==> config.mk <==
export PLATFORM = sky130hd
export DESIGN_NAME = rom_arbiter_flat
export DESIGN_NICKNAME = d
export VERILOG_FILES = /design/src/rtl/rom_arbiter_if.sv /design/src/rtl/rom_arbiter.sv /design/src/flat_wrapper.sv
export SDC_FILE = /design/constraint.sdc
export NUM_CORES = 1
export LEC_CHECK = 0
export BUFFER_PORTS_ARGS = -buffer_cell sky130_fd_sc_hd__buf_2
export CAP_MARGIN = 20
export CORE_MARGIN = 2
export CORE_UTILIZATION = 28
export CTS_CLUSTER_SIZE = 25
export DETAILED_ROUTE_END_ITERATION = 10
export GPL_TIMING_DRIVEN = 1
export RECOVER_POWER = 100
export SLEW_MARGIN = 10
export SYNTH_ARGS = -nofsm -noshare
export SYNTH_HDL_FRONTEND = slang
export SYNTH_SLANG_ARGS = --single-unit
==> constraint.sdc <==
create_clock -name clk -period 2.1 [get_ports clk]
set_input_delay 0.42 -clock clk [delete_from_list [all_inputs] [get_ports clk]]
set_output_delay 0.42 -clock clk [all_outputs]
set_load 0.01 [all_outputs]
==> src/rtl/rom_arbiter_if.sv <==
// Bundle of the two read-request ports, the ROM-side bus and the busy flag
// of the ROM arbiter. The arbiter uses the slave side; requesters and the ROM
// sit on the master side.
interface rom_arbiter_if;
  logic       req0;
  logic [2:0] idx0;
  logic       gnt0;
  logic       rvalid0;
  logic [7:0] rdata0;

  logic       req1;
  logic [2:0] idx1;
  logic       gnt1;
  logic       rvalid1;
  logic [7:0] rdata1;

  logic       rom_enable;
  logic [7:0] rom_address;
  logic [7:0] rom_data;

  logic       busy;

  modport slave (
    input  req0, idx0, req1, idx1, rom_data,
    output gnt0, rvalid0, rdata0, gnt1, rvalid1, rdata1,
           rom_enable, rom_address, busy
  );

  modport master (
    output req0, idx0, req1, idx1, rom_data,
    input  gnt0, rvalid0, rdata0, gnt1, rvalid1, rdata1,
           rom_enable, rom_address, busy
  );
endinterface

==> src/rtl/rom_arbiter.sv <==
// Two-port round-robin arbiter in front of an 8-entry ROM with one-hot
// addressing and a registered output. One read takes three cycles:
// grant/issue, ROM sample, capture. Every output comes straight from a flop.
module rom_arbiter (
  input  logic         clk,
  input  logic         rst,
  rom_arbiter_if.slave bus
);

  typedef enum logic [1:0] {IDLE, ISSUE, CAPTURE} state_t;

  state_t     state_reg, state_next;
  logic       gnt0_reg, gnt0_next;
  logic       gnt1_reg, gnt1_next;
  logic       rvalid0_reg, rvalid0_next;
  logic       rvalid1_reg, rvalid1_next;
  logic [7:0] rdata0_reg, rdata0_next;
  logic [7:0] rdata1_reg, rdata1_next;
  logic       rom_enable_reg, rom_enable_next;
  logic [7:0] rom_address_reg, rom_address_next;
  logic       busy_reg, busy_next;
  // Port currently being served (0/1).
  logic       winner_reg, winner_next;
  // Last-served port; reset to 1 so that port 0 wins the first contention.
  logic       last_reg, last_next;
  logic       win;

  // State and output registers; reset aborts any read in flight.
  always_ff @(posedge clk) begin
    if (rst) begin
      state_reg       <= IDLE;
      gnt0_reg        <= 1'b0;
      gnt1_reg        <= 1'b0;
      rvalid0_reg     <= 1'b0;
      rvalid1_reg     <= 1'b0;
      rdata0_reg      <= 8'h00;
      rdata1_reg      <= 8'h00;
      rom_enable_reg  <= 1'b0;
      rom_address_reg <= 8'h00;
      busy_reg        <= 1'b0;
      winner_reg      <= 1'b0;
      last_reg        <= 1'b1;
    end else begin
      state_reg       <= state_next;
      gnt0_reg        <= gnt0_next;
      gnt1_reg        <= gnt1_next;
      rvalid0_reg     <= rvalid0_next;
      rvalid1_reg     <= rvalid1_next;
      rdata0_reg      <= rdata0_next;
      rdata1_reg      <= rdata1_next;
      rom_enable_reg  <= rom_enable_next;
      rom_address_reg <= rom_address_next;
      busy_reg        <= busy_next;
      winner_reg      <= winner_next;
      last_reg        <= last_next;
    end
  end

  // Next-state and next-output logic; pulses default low, data holds.
  always_comb begin
    state_next       = state_reg;
    gnt0_next        = 1'b0;
    gnt1_next        = 1'b0;
    rvalid0_next     = 1'b0;
    rvalid1_next     = 1'b0;
    rdata0_next      = rdata0_reg;
    rdata1_next      = rdata1_reg;
    rom_enable_next  = 1'b0;
    rom_address_next = 8'h00;
    busy_next        = 1'b0;
    winner_next      = winner_reg;
    last_next        = last_reg;
    // Contention goes to the port not served last; a sole requester wins.
    win = (bus.req0 && bus.req1) ? ~last_reg : bus.req1;

    case (state_reg)
      IDLE: begin
        if (bus.req0 || bus.req1) begin
          winner_next      = win;
          last_next        = win;
          gnt0_next        = ~win;
          gnt1_next        = win;
          rom_enable_next  = 1'b1;
          // The index is captured here as the one-hot address; later idx
          // changes are not looked at until the next grant.
          rom_address_next = 8'd1 << (win ? bus.idx1 : bus.idx0);
          busy_next        = 1'b1;
          state_next       = ISSUE;
        end
      end
      ISSUE: begin
        // The ROM samples enable/address on this edge; drop them now.
        busy_next  = 1'b1;
        state_next = CAPTURE;
      end
      CAPTURE: begin
        if (winner_reg) begin
          rdata1_next  = bus.rom_data;
          rvalid1_next = 1'b1;
        end else begin
          rdata0_next  = bus.rom_data;
          rvalid0_next = 1'b1;
        end
        state_next = IDLE;
      end
      default: state_next = IDLE;
    endcase
  end

  assign bus.gnt0        = gnt0_reg;
  assign bus.gnt1        = gnt1_reg;
  assign bus.rvalid0     = rvalid0_reg;
  assign bus.rvalid1     = rvalid1_reg;
  assign bus.rdata0      = rdata0_reg;
  assign bus.rdata1      = rdata1_reg;
  assign bus.rom_enable  = rom_enable_reg;
  assign bus.rom_address = rom_address_reg;
  assign bus.busy        = busy_reg;

endmodule

==> src/flat_wrapper.sv <==
// flat-port wrapper written by rule: the top's interface ports become plain ports
module rom_arbiter_flat 
  (clk, rst, bus_req0, bus_idx0, bus_req1, bus_idx1, bus_rom_data, bus_gnt0, bus_rvalid0, bus_rdata0, bus_gnt1, bus_rvalid1, bus_rdata1, bus_rom_enable, bus_rom_address, bus_busy);
  rom_arbiter_if bus_i ();
  input  logic clk;
  input  logic rst;
  input wire logic [$bits(bus_i.req0)-1:0] bus_req0;
  input wire logic [$bits(bus_i.idx0)-1:0] bus_idx0;
  input wire logic [$bits(bus_i.req1)-1:0] bus_req1;
  input wire logic [$bits(bus_i.idx1)-1:0] bus_idx1;
  input wire logic [$bits(bus_i.rom_data)-1:0] bus_rom_data;
  output wire logic [$bits(bus_i.gnt0)-1:0] bus_gnt0;
  output wire logic [$bits(bus_i.rvalid0)-1:0] bus_rvalid0;
  output wire logic [$bits(bus_i.rdata0)-1:0] bus_rdata0;
  output wire logic [$bits(bus_i.gnt1)-1:0] bus_gnt1;
  output wire logic [$bits(bus_i.rvalid1)-1:0] bus_rvalid1;
  output wire logic [$bits(bus_i.rdata1)-1:0] bus_rdata1;
  output wire logic [$bits(bus_i.rom_enable)-1:0] bus_rom_enable;
  output wire logic [$bits(bus_i.rom_address)-1:0] bus_rom_address;
  output wire logic [$bits(bus_i.busy)-1:0] bus_busy;
  assign bus_i.req0 = bus_req0;
  assign bus_i.idx0 = bus_idx0;
  assign bus_i.req1 = bus_req1;
  assign bus_i.idx1 = bus_idx1;
  assign bus_i.rom_data = bus_rom_data;
  assign bus_gnt0 = bus_i.gnt0;
  assign bus_rvalid0 = bus_i.rvalid0;
  assign bus_rdata0 = bus_i.rdata0;
  assign bus_gnt1 = bus_i.gnt1;
  assign bus_rvalid1 = bus_i.rvalid1;
  assign bus_rdata1 = bus_i.rdata1;
  assign bus_rom_enable = bus_i.rom_enable;
  assign bus_rom_address = bus_i.rom_address;
  assign bus_busy = bus_i.busy;
  rom_arbiter u_core (.clk(clk), .rst(rst), .bus(bus_i));
endmodule
==> reports/metrics.csv <==
metric,value,unit
critPathMaxStageDelay,0.55,ns
ys_top_cells_by_count,"dfxtp_1 (34), nor2_1 (20), mux2i_1 (19), nor4_1 (8), inv_1 (4)",
clkTransAtPathRegs,0.06,ns
max_slew.worst_pin.slew,0.933,ns
start_util,0.290,
antenna_cells,0,
slew_violations,0,
synth.ff_latch_count,34,
crit_arrival,1.74,ns
cp.required,2.22,ns
period_minus_slack,1.62,ns
drtIter0Drc,42,
max_freq,0.617,GHz
finalNetCount,173,
endpoint_kind,flip-flop,
firstDrtPassIters,4,
fin_cells,205,
rsz0062_at_grt,false,
gp_congestion,0.702,
core.rowCount,23,
dp_cells,198,
postRouteAntennaNets,0,
critical_path.top_delay_family,buffers and inverters,
fin_skew,0.00491,ns
hold_class,in2reg,
synthSimpleGateAreaFrac,0.152,
first_global_vias,889,
syn_area_per_cell,11.1,um2
utilization,0.368,
p_leak,0.616,nW
portBuffers,47,
regToRegStartpoint,u_core.state_reg[1],
post_synth_num_cell_types,17,
slowest_stage,clkbuf_1,
fin_tns_setup,0,ns
antenna_found_initial,0,
setup_viol,0,
critPathBufInv,1,
synth-xor-area-share,0,
worst-path-max-fanout,9,
fill_cells,437,
start_kind,flip-flop,
via_per_inst,4.53,
hold_path_end,u_core.bus.rdata1[3],
grt_usage,0.115,
cts_setup_buffers,0,
synth_mux_area_frac,0.193,
synth_compound_area_frac,0.0269,
synthFlopType,dfxtp_1,
cts_root_buf,clkbuf_8,
coreArea,4000,um2
hp-start,bus_rom_data[3],
r2r_end,u_core.bus.rdata0[2],
layout_setup_ws,0.479,ns
dp_slack,0.294,ns
grt_pass1_wl,3.90,mm
synthArstFlopShare,0,
cts_max_level,2,
power_density,834,nW/um2
die_area,4680,um2
wl_per_cell,12.2,um
area_growth,26.7,%
die_w,68.4,um
boundaryPins,48,
synthesis.area,1160,um2
grt_max_degree,23,
yosysTopAreaCell,dfxtp_1,
status,completed,
synth_top_family_by_area,multiplexers,
vdd_ir_drop_max,0.370,mV
holdWs,0.407,ns
clkSinkCount,34,
synth_nets,123,
vias,929,
die_h,68.4,um
ys_seq_area_frac,0.586,
crit_chain,nor3b_1 > clkbuf_1 > mux2i_1 > nor2_1,
min_delay_path_depth,3,
clock_latency,0.27,ns
drt-total-wl,2.51,mm
yosysMostFrequentCell,dfxtp_1,
reg2regPathDepth,4,
synthAdderAreaFrac,0,
cts_tree,built,
grt-ovfl-total,0,
clockBufferDepth,2,
synth_edf_count,0,
slew_headroom,0.378,
hold_viol,0,
netlist_top_cells_area,"dfxtp_1 (59%), mux2i_1 (16%), nor2_1 (6.5%), nor4_1 (4.3%), mux2_2 (2.9%)",
post-route-period-util,0.772,
post-route-drc-count,0,
dpl.hpwl,1.89,mm
synth_top_area_share,0.586,
cts_buffers,5,
yosys_warnings,0,
drive_gt1_frac,0.174,
path_class,reg2reg,
cts_hold_buf,0,
reg2reg_slack,0.48,ns
postSynthCellCount,105,
drv_cap,0,
cts_resized,0,
-- stage by stage --
step                area, um2  power, mW
floorplan                1160      0.773
global placement         1450      0.819
detailed placement       1450      0.824
CTS                      1520       1.26
global route             1470       1.29
finish                   1470       1.23
-- power by group --
group          internal, mW  switching, mW  leakage (nW)
sequential            0.670         0.0122         0.276
combinational        0.0498         0.0711         0.301
clock                 0.228          0.196        0.0383
total                 0.947          0.280         0.616
-- cell usage in the layout, fill, tap and decap left out --
| cell type | n |
|---|---|
| clkbuf_1 | 34 |
| dfxtp_1 | 34 |
| nor2_1 | 20 |
| mux2i_1 | 19 |
| buf_2 | 17 |
| nor4_1 | 8 |
| clkbuf_8 | 5 |
| inv_1 | 4 |
| mux2_2 | 3 |
| nor3_1 | 3 |
| nor3b_1 | 2 |
| or4_1 | 1 |
| nor2b_1 | 1 |
| a21boi_2 | 1 |
| nand3b_1 | 1 |
| o32ai_1 | 1 |
| o32a_2 | 1 |
-- metal layers --
layer	vias to the layer above	routed length [um]	part of all wire	track usage
met4	0	0	0	0.0525
li1	465	-	-	-
met5	-	0	0	0
met3	0	252	0.10	0.0461
met1	422	1080	0.43	0.126
met2	42	1180	0.47	0.192
-- worst max path at each step --
stage                        startpoint                   endpoint  cells after the start
floorplan                      bus_req1  u_core.bus.rom_address[0]                      3
global placement               bus_req0  u_core.bus.rom_address[6]                      4
detailed placement             bus_req1  u_core.bus.rom_address[0]                      4
CTS                 u_core.state_reg[1]  u_core.bus.rom_address[0]                      2
global route        u_core.state_reg[1]  u_core.bus.rom_address[6]                      2
finish              u_core.state_reg[1]       u_core.bus.rdata0[2]                      4
-- tightest hold or removal path, cell delays in order --
cell and delay, ns:
buf_2 0.09, mux2i_1 0.06, nor2_1 0.08
-- cell type report --
class	instances	area, um2	share of cell area
clock buffer	7	76.3	0.0519
sequential	34	681	0.463
timing repair buffer	49	205	0.139
tap	50	62.6	0.0425
inverter	4	15.0	0.0102
multi-input combinational	61	432	0.293
-- kinds of logic after synthesis --
logic type,Yosys count
muxes,22
AOI/OAI and AO/OA,3
and+or+nand+nor,36
DFF,34
buffers and inverters,10
Note: power is estimated with default switching activity, not from simulation.
